===== src/rtl/muldiv_pkg.sv =====
// muldiv_pkg: shared widths, Op encodings, FSM state encoding and a
// conditional two's-complement helper for the HI/LO multiply/divide unit.
package muldiv_pkg;

  localparam int unsigned DATA_W     = 32;
  localparam int unsigned PROD_W     = 2 * DATA_W;
  localparam int unsigned ITER_COUNT = 32;
  localparam int unsigned CNT_W      = $clog2(ITER_COUNT);
  localparam int unsigned OP_W       = 3;

  // Codes 6 and 7 are reserved and decode to no operation.
  typedef enum logic [OP_W-1:0] {
    OP_MULT  = 3'd0,
    OP_MULTU = 3'd1,
    OP_DIV   = 3'd2,
    OP_DIVU  = 3'd3,
    OP_MTHI  = 3'd4,
    OP_MTLO  = 3'd5
  } op_e;

  typedef enum logic [1:0] {
    ST_IDLE   = 2'd0,
    ST_RUN    = 2'd1,
    ST_FINISH = 2'd2
  } state_e;

  // Negate v when neg is set (magnitude <-> signed conversion).
  function automatic logic [DATA_W-1:0] neg_if(input logic neg,
                                               input logic [DATA_W-1:0] v);
    return neg ? (~v + DATA_W'(1)) : v;
  endfunction

endpackage


===== src/rtl/muldiv_if.sv =====
// muldiv_if: request/result bundle between the pipeline and the HI/LO unit.
//   Start, Op, OperandA, OperandB : request (master -> slave)
//   Hi, Lo, Busy, Done            : result/status (slave -> master)
interface muldiv_if;
  import muldiv_pkg::*;

  logic              Start;
  logic [OP_W-1:0]   Op;
  logic [DATA_W-1:0] OperandA;
  logic [DATA_W-1:0] OperandB;
  logic [DATA_W-1:0] Hi;
  logic [DATA_W-1:0] Lo;
  logic              Busy;
  logic              Done;

  modport master (
    output Start, Op, OperandA, OperandB,
    input  Hi, Lo, Busy, Done
  );

  modport slave (
    input  Start, Op, OperandA, OperandB,
    output Hi, Lo, Busy, Done
  );

endinterface


===== src/rtl/muldiv_step.sv =====
// muldiv_step: one combinational radix-2 iteration on unsigned magnitudes.
//   is_div      : 1 = restoring divide step, 0 = shift-add multiply step
//   acc_hi      : partial product high half / partial remainder
//   acc_lo      : multiplier shifting out (product low in) / dividend shifting
//                 out (quotient bits in)
//   opnd        : multiplicand / divisor
//   acc_*_nxt   : accumulator after this step
module muldiv_step
  import muldiv_pkg::*;
(
  input  logic              is_div,
  input  logic [DATA_W-1:0] acc_hi,
  input  logic [DATA_W-1:0] acc_lo,
  input  logic [DATA_W-1:0] opnd,
  output logic [DATA_W-1:0] acc_hi_nxt,
  output logic [DATA_W-1:0] acc_lo_nxt
);

  logic [DATA_W:0]   mul_sum;
  logic [DATA_W:0]   div_shift;
  logic [DATA_W+1:0] div_diff;
  logic              div_borrow;
  logic              unused_diff_msb;

  // After a successful subtract the remainder is below the divisor, so
  // bit DATA_W of the difference is always zero and only the borrow matters.
  assign unused_diff_msb = div_diff[DATA_W];

  always_comb begin
    mul_sum    = {1'b0, acc_hi} + (acc_lo[0] ? {1'b0, opnd} : '0);
    div_shift  = {acc_hi, acc_lo[DATA_W-1]};
    div_diff   = {1'b0, div_shift} - {2'b00, opnd};
    div_borrow = div_diff[DATA_W+1];
    if (is_div) begin
      acc_hi_nxt = div_borrow ? div_shift[DATA_W-1:0] : div_diff[DATA_W-1:0];
      acc_lo_nxt = {acc_lo[DATA_W-2:0], ~div_borrow};
    end else begin
      acc_hi_nxt = mul_sum[DATA_W:1];
      acc_lo_nxt = {mul_sum[0], acc_lo[DATA_W-1:1]};
    end
  end

endmodule


===== src/rtl/muldiv_unit.sv =====
// muldiv_unit: iterative MIPS-style HI/LO multiply/divide unit.
//   Clock : sole clock, posedge
//   Reset : asynchronous active-low reset
//   bus   : muldiv_if.slave (Start/Op/OperandA/OperandB in, Hi/Lo/Busy/Done out)
// Signed ops work on magnitudes; signs are applied when the result is written.
// Optional macro MULDIV_FAST_MUL_EN: MULT/MULTU finish in a single RUN cycle.
module muldiv_unit
  import muldiv_pkg::*;
(
  input  logic    Clock,
  input  logic    Reset,
  muldiv_if.slave bus
);

  state_e            state_q, state_d;
  logic [CNT_W-1:0]  cnt_q, cnt_d;
  logic [DATA_W-1:0] acc_hi_q, acc_hi_d;
  logic [DATA_W-1:0] acc_lo_q, acc_lo_d;
  logic [DATA_W-1:0] opnd_q, opnd_d;
  logic              is_div_q, is_div_d;
  logic              neg_q, neg_d;          // negate product / quotient
  logic              rem_neg_q, rem_neg_d;  // negate remainder
  logic [DATA_W-1:0] hi_q, hi_d;
  logic [DATA_W-1:0] lo_q, lo_d;
  logic              busy_q, busy_d;
  logic              done_q, done_d;

  logic [DATA_W-1:0] step_hi, step_lo;
  logic              signed_op, a_neg, b_neg, b_zero;
  logic [DATA_W-1:0] a_mag, b_mag;
  logic [PROD_W-1:0] prod;
`ifdef MULDIV_FAST_MUL_EN
  logic [PROD_W-1:0] fast_prod;
`endif

  muldiv_step u_step (
    .is_div     (is_div_q),
    .acc_hi     (acc_hi_q),
    .acc_lo     (acc_lo_q),
    .opnd       (opnd_q),
    .acc_hi_nxt (step_hi),
    .acc_lo_nxt (step_lo)
  );

  // State and datapath registers.
  always_ff @(posedge Clock or negedge Reset) begin
    if (!Reset) begin
      state_q   <= ST_IDLE;
      cnt_q     <= '0;
      acc_hi_q  <= '0;
      acc_lo_q  <= '0;
      opnd_q    <= '0;
      is_div_q  <= 1'b0;
      neg_q     <= 1'b0;
      rem_neg_q <= 1'b0;
      hi_q      <= '0;
      lo_q      <= '0;
      busy_q    <= 1'b0;
      done_q    <= 1'b0;
    end else begin
      state_q   <= state_d;
      cnt_q     <= cnt_d;
      acc_hi_q  <= acc_hi_d;
      acc_lo_q  <= acc_lo_d;
      opnd_q    <= opnd_d;
      is_div_q  <= is_div_d;
      neg_q     <= neg_d;
      rem_neg_q <= rem_neg_d;
      hi_q      <= hi_d;
      lo_q      <= lo_d;
      busy_q    <= busy_d;
      done_q    <= done_d;
    end
  end

  // Next-state, datapath and output logic.
  always_comb begin
    state_d   = state_q;
    cnt_d     = cnt_q;
    acc_hi_d  = acc_hi_q;
    acc_lo_d  = acc_lo_q;
    opnd_d    = opnd_q;
    is_div_d  = is_div_q;
    neg_d     = neg_q;
    rem_neg_d = rem_neg_q;
    hi_d      = hi_q;
    lo_d      = lo_q;
    done_d    = 1'b0;
    // Busy trails the accept by one edge and drops as FINISH writes back.
    busy_d    = (state_q == ST_RUN);
    prod      = {acc_hi_q, acc_lo_q};
`ifdef MULDIV_FAST_MUL_EN
    fast_prod = PROD_W'(opnd_q) * PROD_W'(acc_lo_q);
`endif

    signed_op = (bus.Op == OP_MULT) || (bus.Op == OP_DIV);
    a_neg     = signed_op & bus.OperandA[DATA_W-1];
    b_neg     = signed_op & bus.OperandB[DATA_W-1];
    a_mag     = neg_if(a_neg, bus.OperandA);
    b_mag     = neg_if(b_neg, bus.OperandB);
    b_zero    = (bus.OperandB == '0);

    case (state_q)
      ST_IDLE: begin
        if (bus.Start) begin
          case (bus.Op)
            OP_MULT, OP_MULTU: begin
              state_d   = ST_RUN;
              cnt_d     = '0;
              is_div_d  = 1'b0;
              acc_hi_d  = '0;
              acc_lo_d  = b_mag;
              opnd_d    = a_mag;
              neg_d     = a_neg ^ b_neg;
              rem_neg_d = 1'b0;
            end
            OP_DIV, OP_DIVU: begin
              state_d   = ST_RUN;
              cnt_d     = '0;
              is_div_d  = 1'b1;
              acc_hi_d  = '0;
              acc_lo_d  = a_mag;
              opnd_d    = b_mag;
              // Divide-by-zero yields an all-ones quotient with no sign fixup;
              // the remainder comes back as the dividend itself.
              neg_d     = (a_neg ^ b_neg) & ~b_zero;
              rem_neg_d = a_neg;
            end
            OP_MTHI: hi_d = bus.OperandA;
            OP_MTLO: lo_d = bus.OperandA;
            default: ;
          endcase
        end
      end

      ST_RUN: begin
`ifdef MULDIV_FAST_MUL_EN
        if (!is_div_q) begin
          {acc_hi_d, acc_lo_d} = fast_prod;
          state_d              = ST_FINISH;
        end else
`endif
        begin
          acc_hi_d = step_hi;
          acc_lo_d = step_lo;
          cnt_d    = cnt_q + CNT_W'(1);
          if (cnt_q == CNT_W'(ITER_COUNT - 1)) begin
            state_d = ST_FINISH;
          end
        end
      end

      ST_FINISH: begin
        if (is_div_q) begin
          lo_d = neg_if(neg_q, acc_lo_q);
          hi_d = neg_if(rem_neg_q, acc_hi_q);
        end else begin
          if (neg_q) begin
            prod = ~prod + PROD_W'(1);
          end
          hi_d = prod[PROD_W-1:DATA_W];
          lo_d = prod[DATA_W-1:0];
        end
        done_d  = 1'b1;
        state_d = ST_IDLE;
      end

      default: state_d = ST_IDLE;
    endcase
  end

  assign bus.Hi   = hi_q;
  assign bus.Lo   = lo_q;
  assign bus.Busy = busy_q;
  assign bus.Done = done_q;

endmodule

===== src/flat_wrapper.sv =====
// flat-port wrapper written by rule: the top's interface ports become plain ports
module muldiv_unit_flat import muldiv_pkg::*;
  (Clock, Reset, bus_Start, bus_Op, bus_OperandA, bus_OperandB, bus_Hi, bus_Lo, bus_Busy, bus_Done);
  muldiv_if bus_i ();
  input  logic Clock;
  input  logic Reset;
  input wire logic [$bits(bus_i.Start)-1:0] bus_Start;
  input wire logic [$bits(bus_i.Op)-1:0] bus_Op;
  input wire logic [$bits(bus_i.OperandA)-1:0] bus_OperandA;
  input wire logic [$bits(bus_i.OperandB)-1:0] bus_OperandB;
  output wire logic [$bits(bus_i.Hi)-1:0] bus_Hi;
  output wire logic [$bits(bus_i.Lo)-1:0] bus_Lo;
  output wire logic [$bits(bus_i.Busy)-1:0] bus_Busy;
  output wire logic [$bits(bus_i.Done)-1:0] bus_Done;
  assign bus_i.Start = bus_Start;
  assign bus_i.Op = bus_Op;
  assign bus_i.OperandA = bus_OperandA;
  assign bus_i.OperandB = bus_OperandB;
  assign bus_Hi = bus_i.Hi;
  assign bus_Lo = bus_i.Lo;
  assign bus_Busy = bus_i.Busy;
  assign bus_Done = bus_i.Done;
  muldiv_unit u_core (.Clock(Clock), .Reset(Reset), .bus(bus_i));
endmodule

===== config.mk =====
export PLATFORM = sky130hd
export DESIGN_NAME = muldiv_unit_flat
export DESIGN_NICKNAME = d
export VERILOG_FILES = /design/src/rtl/muldiv_pkg.sv /design/src/rtl/muldiv_if.sv /design/src/rtl/muldiv_step.sv /design/src/rtl/muldiv_unit.sv /design/src/flat_wrapper.sv
export SDC_FILE = /design/constraint.sdc
export NUM_CORES = 1
export LEC_CHECK = 0
export ABC_AREA = 0
export ABC_CLOCK_PERIOD_IN_PS = 5900
export CAP_MARGIN = 20
export CELL_PAD_IN_SITES_DETAIL_PLACEMENT = 0
export CELL_PAD_IN_SITES_GLOBAL_PLACEMENT = 1
export CORE_ASPECT_RATIO = 1.4
export CORE_MARGIN = 1
export CORE_UTILIZATION = 48
export CTS_CLUSTER_DIAMETER = 150
export DETAILED_ROUTE_END_ITERATION = 10
export PLACE_DENSITY = 0.94
export SLEW_MARGIN = 20
export SYNTH_ARGS = -nofsm -noshare
export SYNTH_HDL_FRONTEND = slang
export SYNTH_SLANG_ARGS = --single-unit

===== constraint.sdc =====
create_clock -name Clock -period 5.9 [get_ports Clock]
set_input_delay 0.885 -clock Clock [delete_from_list [all_inputs] [get_ports Clock]]
set_output_delay 0.885 -clock Clock [all_outputs]
set_load 0.005 [all_outputs]

# After elaboration in Yosys (flattened, before gate mapping)
# Cells that the tools add are included.
# Widths: inputs -> output; s select.
dict set report op_classes {
  n_bitwise 11
  eq_ne 14
  reduce_logical 16
  add_sub_neg 8
  mux 35
}
# operator n
set ops {}
lappend ops {{$mux 32} 17}
lappend ops {{$pmux 32 s2} 6}
lappend ops {{$add 32x1->32 const B} 4}
lappend ops {{$not 32->32} 4}
lappend ops {{$add 64x1->64 const B} 1}
lappend ops {{$mux 64} 1}
lappend ops {{$not 64->64} 1}
lappend ops {{$sub 33x32->34} 1}
lappend ops {{$add 32x33->33} 1}
lappend ops {{$logic_not 32->1} 1}
lappend ops {{$reduce_and 3->1} 6}
lappend ops {{$mux 5} 2}
lappend ops {{$ne 2x2->1 const B} 5}
lappend ops {{$pmux 5 s2} 1}
lappend ops {{$eq 3x2->1 const B} 2}
lappend ops {{$eq 3x3->1 const B} 2}
lappend ops {{$mux 2} 3}
lappend ops {{$pmux 1 s2} 3}
lappend ops {{$reduce_bool 2->1} 3}
lappend ops {{$add 5x1->5 const B} 1}
lappend ops {{$eq 5x5->1 const B} 1}
lappend ops {{$pmux 2 s2} 1}
lappend ops {{$reduce_or 2->1} 2}
lappend ops {{$reduce_or 4->1} 1}
lappend ops {{11 further kinds} 14}
dict set report totals {
  output_inout_bits 66
  in_bits 70
  regBits 172
  elab_cells 96
}

# Longest topological paths before layout
dict set report logic_depth {
  ltp_word 7
  ltp_mapped 14
  mapped_depth_nobuf 13
}

# Cells and area by module
# A second synthesis with hierarchy kept.
dict set report hier_totals {
  hier_cells 1919
  area_unflattened_um2 15730.1
}
# mod area_each_um2 seq_area_each_um2 instances cells_each
set modules_own_cells {}
lappend modules_own_cells {muldiv_unit 10965.5 4304.1 1 1242}
lappend modules_own_cells {muldiv_step 4764.6 0.0 1 677}

# Least setup slack after synthesis
# OpenSTA, ideal clock, no wires.
dict set report synth_path {
  path_kind {in2reg}
  start {input port bus_OperandA[8]}
  end {register u_core.acc_lo_q[29]}
  t_required_ns 5.774
  arrival_time_ns 3.117
  setup_time_ns 0.126
  cell_stages 9
  slack_ns 2.657
  path_cell_list {or4_1 -> or3_1 -> clkbuf_1 -> nor4_2 -> nand2_1 -> o41ai_2 -> xor2_1 -> a21oi_1 -> a221o_1}
}
dict set report synth_between {
  elab_chain_cells 6
}
# item line
set synth_lines {}
lappend synth_lines {{from (decl)} flat_wrapper.sv:9} ;# input wire logic [$bits(bus_i.OperandA)-1:0] bus_OperandA;
lappend synth_lines {{$not 32->32} muldiv_pkg.sv:30} ;# return neg ? (~v + DATA_W'(1)) : v;
lappend synth_lines {{$add 32x1->32} muldiv_pkg.sv:30}
lappend synth_lines {{$mux 32} muldiv_pkg.sv:30}
lappend synth_lines {{$pmux 32 s2} muldiv_unit.sv:106} ;# case (bus.Op)
lappend synth_lines {{$mux 32} muldiv_unit.sv:105} ;# if (bus.Start) begin
lappend synth_lines {{$pmux 32 s2} muldiv_unit.sv:103} ;# case (state_q)
lappend synth_lines {{to (signal assigned)} muldiv_unit.sv:64} ;# acc_lo_q <= acc_lo_d;
lappend synth_lines {{to (decl)} muldiv_unit.sv:18} ;# logic [DATA_W-1:0] acc_lo_q, acc_lo_d;
# Every way passes these cells. The select of a mux whose other input is x is not followed.
# A chain may end at the register's enable or synchronous reset.

# Worst setup path after layout
dict set report layout_path {
  start {register u_core.acc_hi_q[8]}
  end {register u_core.acc_hi_q[17]}
}
dict set report layout_between {
  elab_chain_cells 4
}
# item line
set layout_lines {}
lappend layout_lines {{from (decl)} muldiv_unit.sv:17} ;# logic [DATA_W-1:0] acc_hi_q, acc_hi_d;
lappend layout_lines {{from (signal assigned)} muldiv_unit.sv:63} ;# acc_hi_q <= acc_hi_d;
lappend layout_lines {{$sub 33x32->34} muldiv_step.sv:32} ;# div_diff = {1'b0, div_shift} - {2'b00, opnd};
lappend layout_lines {{$mux 32} muldiv_step.sv:35} ;# acc_hi_nxt = div_borrow ? div_shift[DATA_W-1:0] : div_diff[DATA_W-1:0];
lappend layout_lines {{$mux 32 *} muldiv_step.sv:34} ;# if (is_div) begin
lappend layout_lines {{$pmux 32 s2 *} muldiv_unit.sv:103}
# Every way passes the cells marked *; elsewhere a longest branch is shown, timed or not.

==> results.md <==
- Status: finished, violations left
- Failing checks: design-rule violations
- Clk pin slew, worst setup/hold paths: 70 ps
- Commonest non-fill, non-tap cells in the layout: nand2_1 (226), o21ai_0 (201), dfrtp_1 (171)
- DRC viols: 20
- Vias: 15330
- EDFF count, synth: 0
- TritonCTS Buffers: 17
- Via density: 6.457
- ANT nets after route: 0
- Pleak: 7.315 nW
- Layout cells sized above 1: 0.05444
- Async set-reset flop share out of synthesis: 1.000
- CTS max path bufs: 2
- Worst endpoint required time: 6190 ps
- Global-route wire length before repair: 85.02 mm
- Core outline area: 30900 um^2
- Fin area: 17350 um^2
- Die X: 152.0 um
- Die height: approximately 210 um
- Reg2reg end: u_core.acc_hi_q[17]
- Row Count: 76
- Crit path max fanout: 19
- Worst IR Drop VDD: around 0.00033 V
- Io pins: 136
- Worst reg2reg startpoint: u_core.acc_hi_q[8]
- Fillers: 2863
- Max_slew headroom: 0.2872
- Largest delay share family, worst path: compound AO/OA/AOI/OAI gates
- Max Cap Viol: 0
- Crit start category: flop
- Gate Count Post-Synth: 1913
- Sequential cell area: 4305 um^2
- DR iter-0 viols: 1460
- Flops & latches, synth: 172
- RSZ-0062 raised after global routing: false
- Commonest non-fill, non-tap cell in the layout: nand2_1
- Syn avg cell area: roughly 7.9 um^2
- Syn Std Cell Area: 15120 um^2
- Gpl congestion: 1.010
- Placed inst area: 16700 um^2
- Worst Skew: 11.97 ps
- Measured slew at the worst slew-check pin: 1065 ps
- Slowest cell delay on critical path: 590 ps
- TritonCTS clock tree: built
- Post-Place Cells: 2342
- Post-cts sizing count: 0
- Initial antenna violation count: 0
- Worst path bufs/invs: 1
- Final setup TNS: 0 ps
- CP arrival: ~4300 ps
- Final nets: 2113
- Critical path depth in cells: 10
- Synth warnings: 0
- Endpoints failing setup: 0
- Cts hold-fix bufs: 0
- Worst-skew pair later-pin latency: 460 ps
- Wirelength, routed: roughly 56 mm
- Worst min path class: primary input to asynchronous set/reset pin
- Synthesis-to-finish area growth: 14.77%
- Sink Count: ~170
- H-tree Lvls: 4
- CP max-delay cell: a31oi_4
- Post-synthesis sequential area ratio: 0.2847
- Synthesized net count: 2055
- Final Non-Filler Cells: 2374
- Post-layout util: 0.5615
- Number of hold violations in the final report: 0
- WS Path Type: flop to flop
- Final period demand of the worst path: about 4000 ps
- Pwr dens: 655.5 nW/um^2
- Vias in the first global route: around 15000
- Final period util: 0.6730
- Area occupied by multi-input gates: 10160 um^2
- Effective utilization at floorplan: 0.4892
- Grt ovf: 0
- GRT Total Usage: 0.3458
- Final WS setup: 1929 ps
- Final HPWL DP: roughly 42 mm
- Critical-path cell list: ha_1, nand4_1, nor2_1, o311ai_1, a31oi_1, o21ai_0, a31oi_4, buf_4, mux2i_1, o221ai_1
- Die ar.: roughly 32000 um^2
- Root Buffer: clkbuf_16
- Critical Path End Type: flop
- Max Freq: 0.2519 GHz
- Ys flop type: dfrtp_1
- Max Slew Vio Count: 0
- Largest net degree at the start of global routing: 95
- IO Port Bufs: 135
- R2R Setup Slk: 1930 ps
- Pre-Repair DR Iteration Count: 9
- Pre-CTS WS: 1892 ps
- Count of cell types in the netlist: 78
- Diode count: 0
- Per-cell routed wire length: 23.54 um
- # Post-CTS Setup Buffers: 0
- R2R depth: 10
-- per-stage QoR --
stage | hold WS [ps] | power, mW
2_1_floorplan | 449.8 | 7.559
3_5_place_dp | 475.4 | 9.921
3_3_place_gp | 466.8 | 9.799
4_1_cts | 493.3 | 11.21
5_1_grt | 518.0 | 12.13
6_report | 474.3 | 11.37
-- flip-flops by register name, indices dropped and copies added, names as in the netlist --
signal	flops
u_core.acc_hi_q	32
u_core.acc_lo_q	32
u_core.bus.Hi	32
u_core.bus.Lo	32
u_core.opnd_q	32
u_core.cnt_q	5
u_core.state_q	2
u_core.bus.Busy	1
u_core.bus.Done	1
u_core.is_div_q	1
u_core.neg_q	1
u_core.rem_neg_q	1
-- routing by layer --
metal,up-vias,routed length (um),GRT usage
li1,7008,-,-
met1,7380,20360,0.3758
met2,736,27940,0.6245
met3,205,3202,0.04444
met4,0,4392,0.2491
met5,-,0,0
-- cells by family after synthesis --
family | after synthesis | share of synthesized area
xor gates and xnor gates | 170 | 0.09849
DFF | 172 | 0.2847
adders and majority gates | 72 | 0.06058
AOI/OAI and AO/OA | 578 | 0.2360
and+or+nand+nor | 613 | 0.1884
muxes | 127 | 0.08599
buffers and inverters | 181 | 0.04577
-- cells in the mapped netlist, drive strengths merged (21+ instances only) --
library cell | count | area [um^2]
ha | 70 | 875.8
nand2 | 226 | 848.3
o31ai | 26 | 214.0
nand3 | 34 | 175.2
or4 | 21 | 168.9
dfrtp | 172 | 4304
a21oi | 143 | 715.7
o211ai | 28 | 210.2
mux2i | 104 | 1041
nor2 | 169 | 634.4
or3 | 22 | 142.6
nor3 | 39 | 195.2
mux2 | 23 | 259.0
buf | 23 | 98.84
inv | 65 | 244.0
o21ai | 208 | 1045
xnor2 | 101 | 884.6
clkbuf | 93 | 349.1
a31oi | 24 | 150.1
xor2 | 69 | 604.3
-- worst max-delay path by stage --
| stage | start | to | slack [ps] |
|---|---|---|---|
| floorplan | bus_OperandA[8] | u_core.acc_lo_q[29] | 2660 |
| global placement | bus_OperandA[8] | u_core.acc_lo_q[30] | 1940 |
| detailed placement | bus_OperandA[8] | u_core.acc_lo_q[30] | 1890 |
| CTS | u_core.acc_hi_q[5] | u_core.acc_hi_q[6] | 2050 |
| global route | u_core.acc_hi_q[5] | u_core.acc_hi_q[17] | 1760 |
| finish | u_core.acc_hi_q[8] | u_core.acc_hi_q[17] | 1930 |
-- report_power, final --
group          total [mW]  internal [mW]  switching [mW]
clock                1.26          0.755           0.505
combinational        7.56           3.17            4.39
sequential           2.55           1.76           0.794
-- cell type report --
class	instances	area share
Sequential cell	172	0.2481
Clock inverter	9	0.009158
Timing Repair Buffer	155	0.08704
Tap cell	390	0.02812
Clock buffer	23	0.02812
Multi-Input combinational cell	1560	0.5853
Inverter	65	0.01413
(Power assumes the default switching activity.)
==> edit: new RTL, same settings <==
Encoding of `state_e`: now one-hot (3 bits for 3 states).
--- a/src/rtl/muldiv_pkg.sv
+++ b/src/rtl/muldiv_pkg.sv
@@ -19,8 +19,8 @@
   } op_e;
 
-  typedef enum logic [1:0] {
-    ST_IDLE   = 2'd0,
-    ST_RUN    = 2'd1,
-    ST_FINISH = 2'd2
+  typedef enum logic [2:0] {
+    ST_IDLE   = 3'b001,
+    ST_RUN    = 3'b010,
+    ST_FINISH = 3'b100
   } state_e;
 
Check against the original RTL: no difference found for any inputs over 4 cycles, from zero or initial values and one cycle with Reset low; so few cycles prove little.
==> edit against the unedited design <==
Core utilization decreased by 0.50 points; cell area increased by 1.0%; synthesized area increased by 1.7%; routed wire length increased by 2.3%; first-iteration DRC count increased by 23%; sequential cell count increased by 1; total power decreased by 6.5%; setup slack improved by 35 ps; via count increased by 3.3%; sequential power increased by 2%; critical path depth increased by 1; global-route usage increased by 0.73 points; sequential share of layout area decreased by 0.10 points; critical path type unchanged.
==> edit: results <==
[critical_path]
slowest_delay_ps = 600
r2r_slack_ps = 1960
rr_worst_depth = 11
cpLargestDelayFamily = compound AO/OA/AOI/OAI gates
critPathSlowestCell = or2_0
arrival_ps = 4280
setup.worst_path.start = u_core.acc_hi_q[0]
timing.rr.end = u_core.acc_hi_q[27]
cp_max_fo = 10
cp-endpoint = u_core.acc_hi_q[27]

[sta]
drv_slew = 0
skew_ps = 10.2
maxSlewHeadroom_pct = 31.2

[clock_tree]
post_cts_resized = 0
clk_pin_slew_ps = 70
htreeDepth = 4
cts_inserted_buffers = 17
worstSkewPairLatency_ps = 460
root_buffer = clkbuf_16
cts_setup_buffers = 0
cts_buffer_depth = 2

[power]
leakagePower_nw = 7.42
ir_worst_vdd_uv = 273

[synth]
ys_seq_area_share_pct = 28.2
netlist-cell-type-count = 89
synthMuxAreaShare_pct = 4.23
synth_fa_ha_area_share_pct = 5.96
synth_fp_nets = 2106
yosys-top-cells-area = dfrtp_1, o21ai_0, ha_1
synth_xor_area_share_pct = 9.35
synth_warnings = 0
synth_common_cells = nand2_1, nor2_1, o21ai_0
synth_compound_area_share_pct = 27.8
async_reset_ff_share_pct = 100

[global_routing]
track_usage_pct = 35.3
grt_pass1_vias = 14900
grt_pass1_wl_um = 87600
grt_max_degree = 77
antenna_found_initial = 0

[finish]
drive_gt1_share_pct = 5.07
antenna_cells = 0
fin_nets = 2160
fillerInstances = 2986

[status]
outcome = completed

[drt]
num_vias = 15800
drtIter0Drc = 1796
wl_per_cell_um = 23.6
first_pass_iters = 5

[placement]
gp_congestion = 0.992
dp_hpwl_um = 44000
portBuffers = 135

[hold_path]
hold_path.class = input port to asynchronous set/reset pin
## edit: power by group
group | total, W | internal, W | switching [W]
clock network | 0.00120 | 0.000656 | 0.000541
logic | 0.00684 | 0.00279 | 0.00405
registers | 0.00259 | 0.00173 | 0.000857
total | 0.0106 | 0.00518 | 0.00545
## edit: per-layer routing
metal | GRT usage [%] | share of wire, % | up-vias
li1 | - | - | 7263
met1 | 43.8 | 39 | 7547
met2 | 56.3 | 45 | 850
met3 | 4.89 | 7.7 | 180
met4 | 26.6 | 7.8 | 0
met5 | 0 | 0 | -
## edit: final cells by class
class / count / area share, %
Timing Repair Buffer: 157 / 8.70
Clock buffer: 19 / 2.58
Tap cell: 395 / 2.82
Sequential cell: 173 / 24.7
Multi-Input combinational cell: 1591 / 58.7
Clock inverter: 13 / 0.864
Inverter: 78 / 1.67
## edit: how the worst min path moves through the flow
stage	startpoint	endpoint	slack, ps	depth (start not counted)
final	Reset	u_core.opnd_q[6]	460	1
after global routing	u_core.bus.Lo[2]	u_core.bus.Lo[2]	490	1
after CTS	u_core.bus.Lo[21]	u_core.bus.Lo[21]	480	2
after detailed placement	u_core.bus.Lo[21]	u_core.bus.Lo[21]	470	2
after global placement	u_core.bus.Lo[3]	u_core.bus.Lo[3]	460	1
after floorplan	u_core.opnd_q[13]	u_core.opnd_q[13]	450	2
## edit: through the flow
step | area (um2) | worst slack, ps | instances
final | 17500 | 1960 | 2426
after global routing | 17500 | 1850 | 2426
after detailed placement | 16900 | 1850 | 2393
after CTS | 17500 | 1830 | 2425
after floorplan | 15400 | 2730 | 1964
after global placement | 16900 | 1880 | 2393
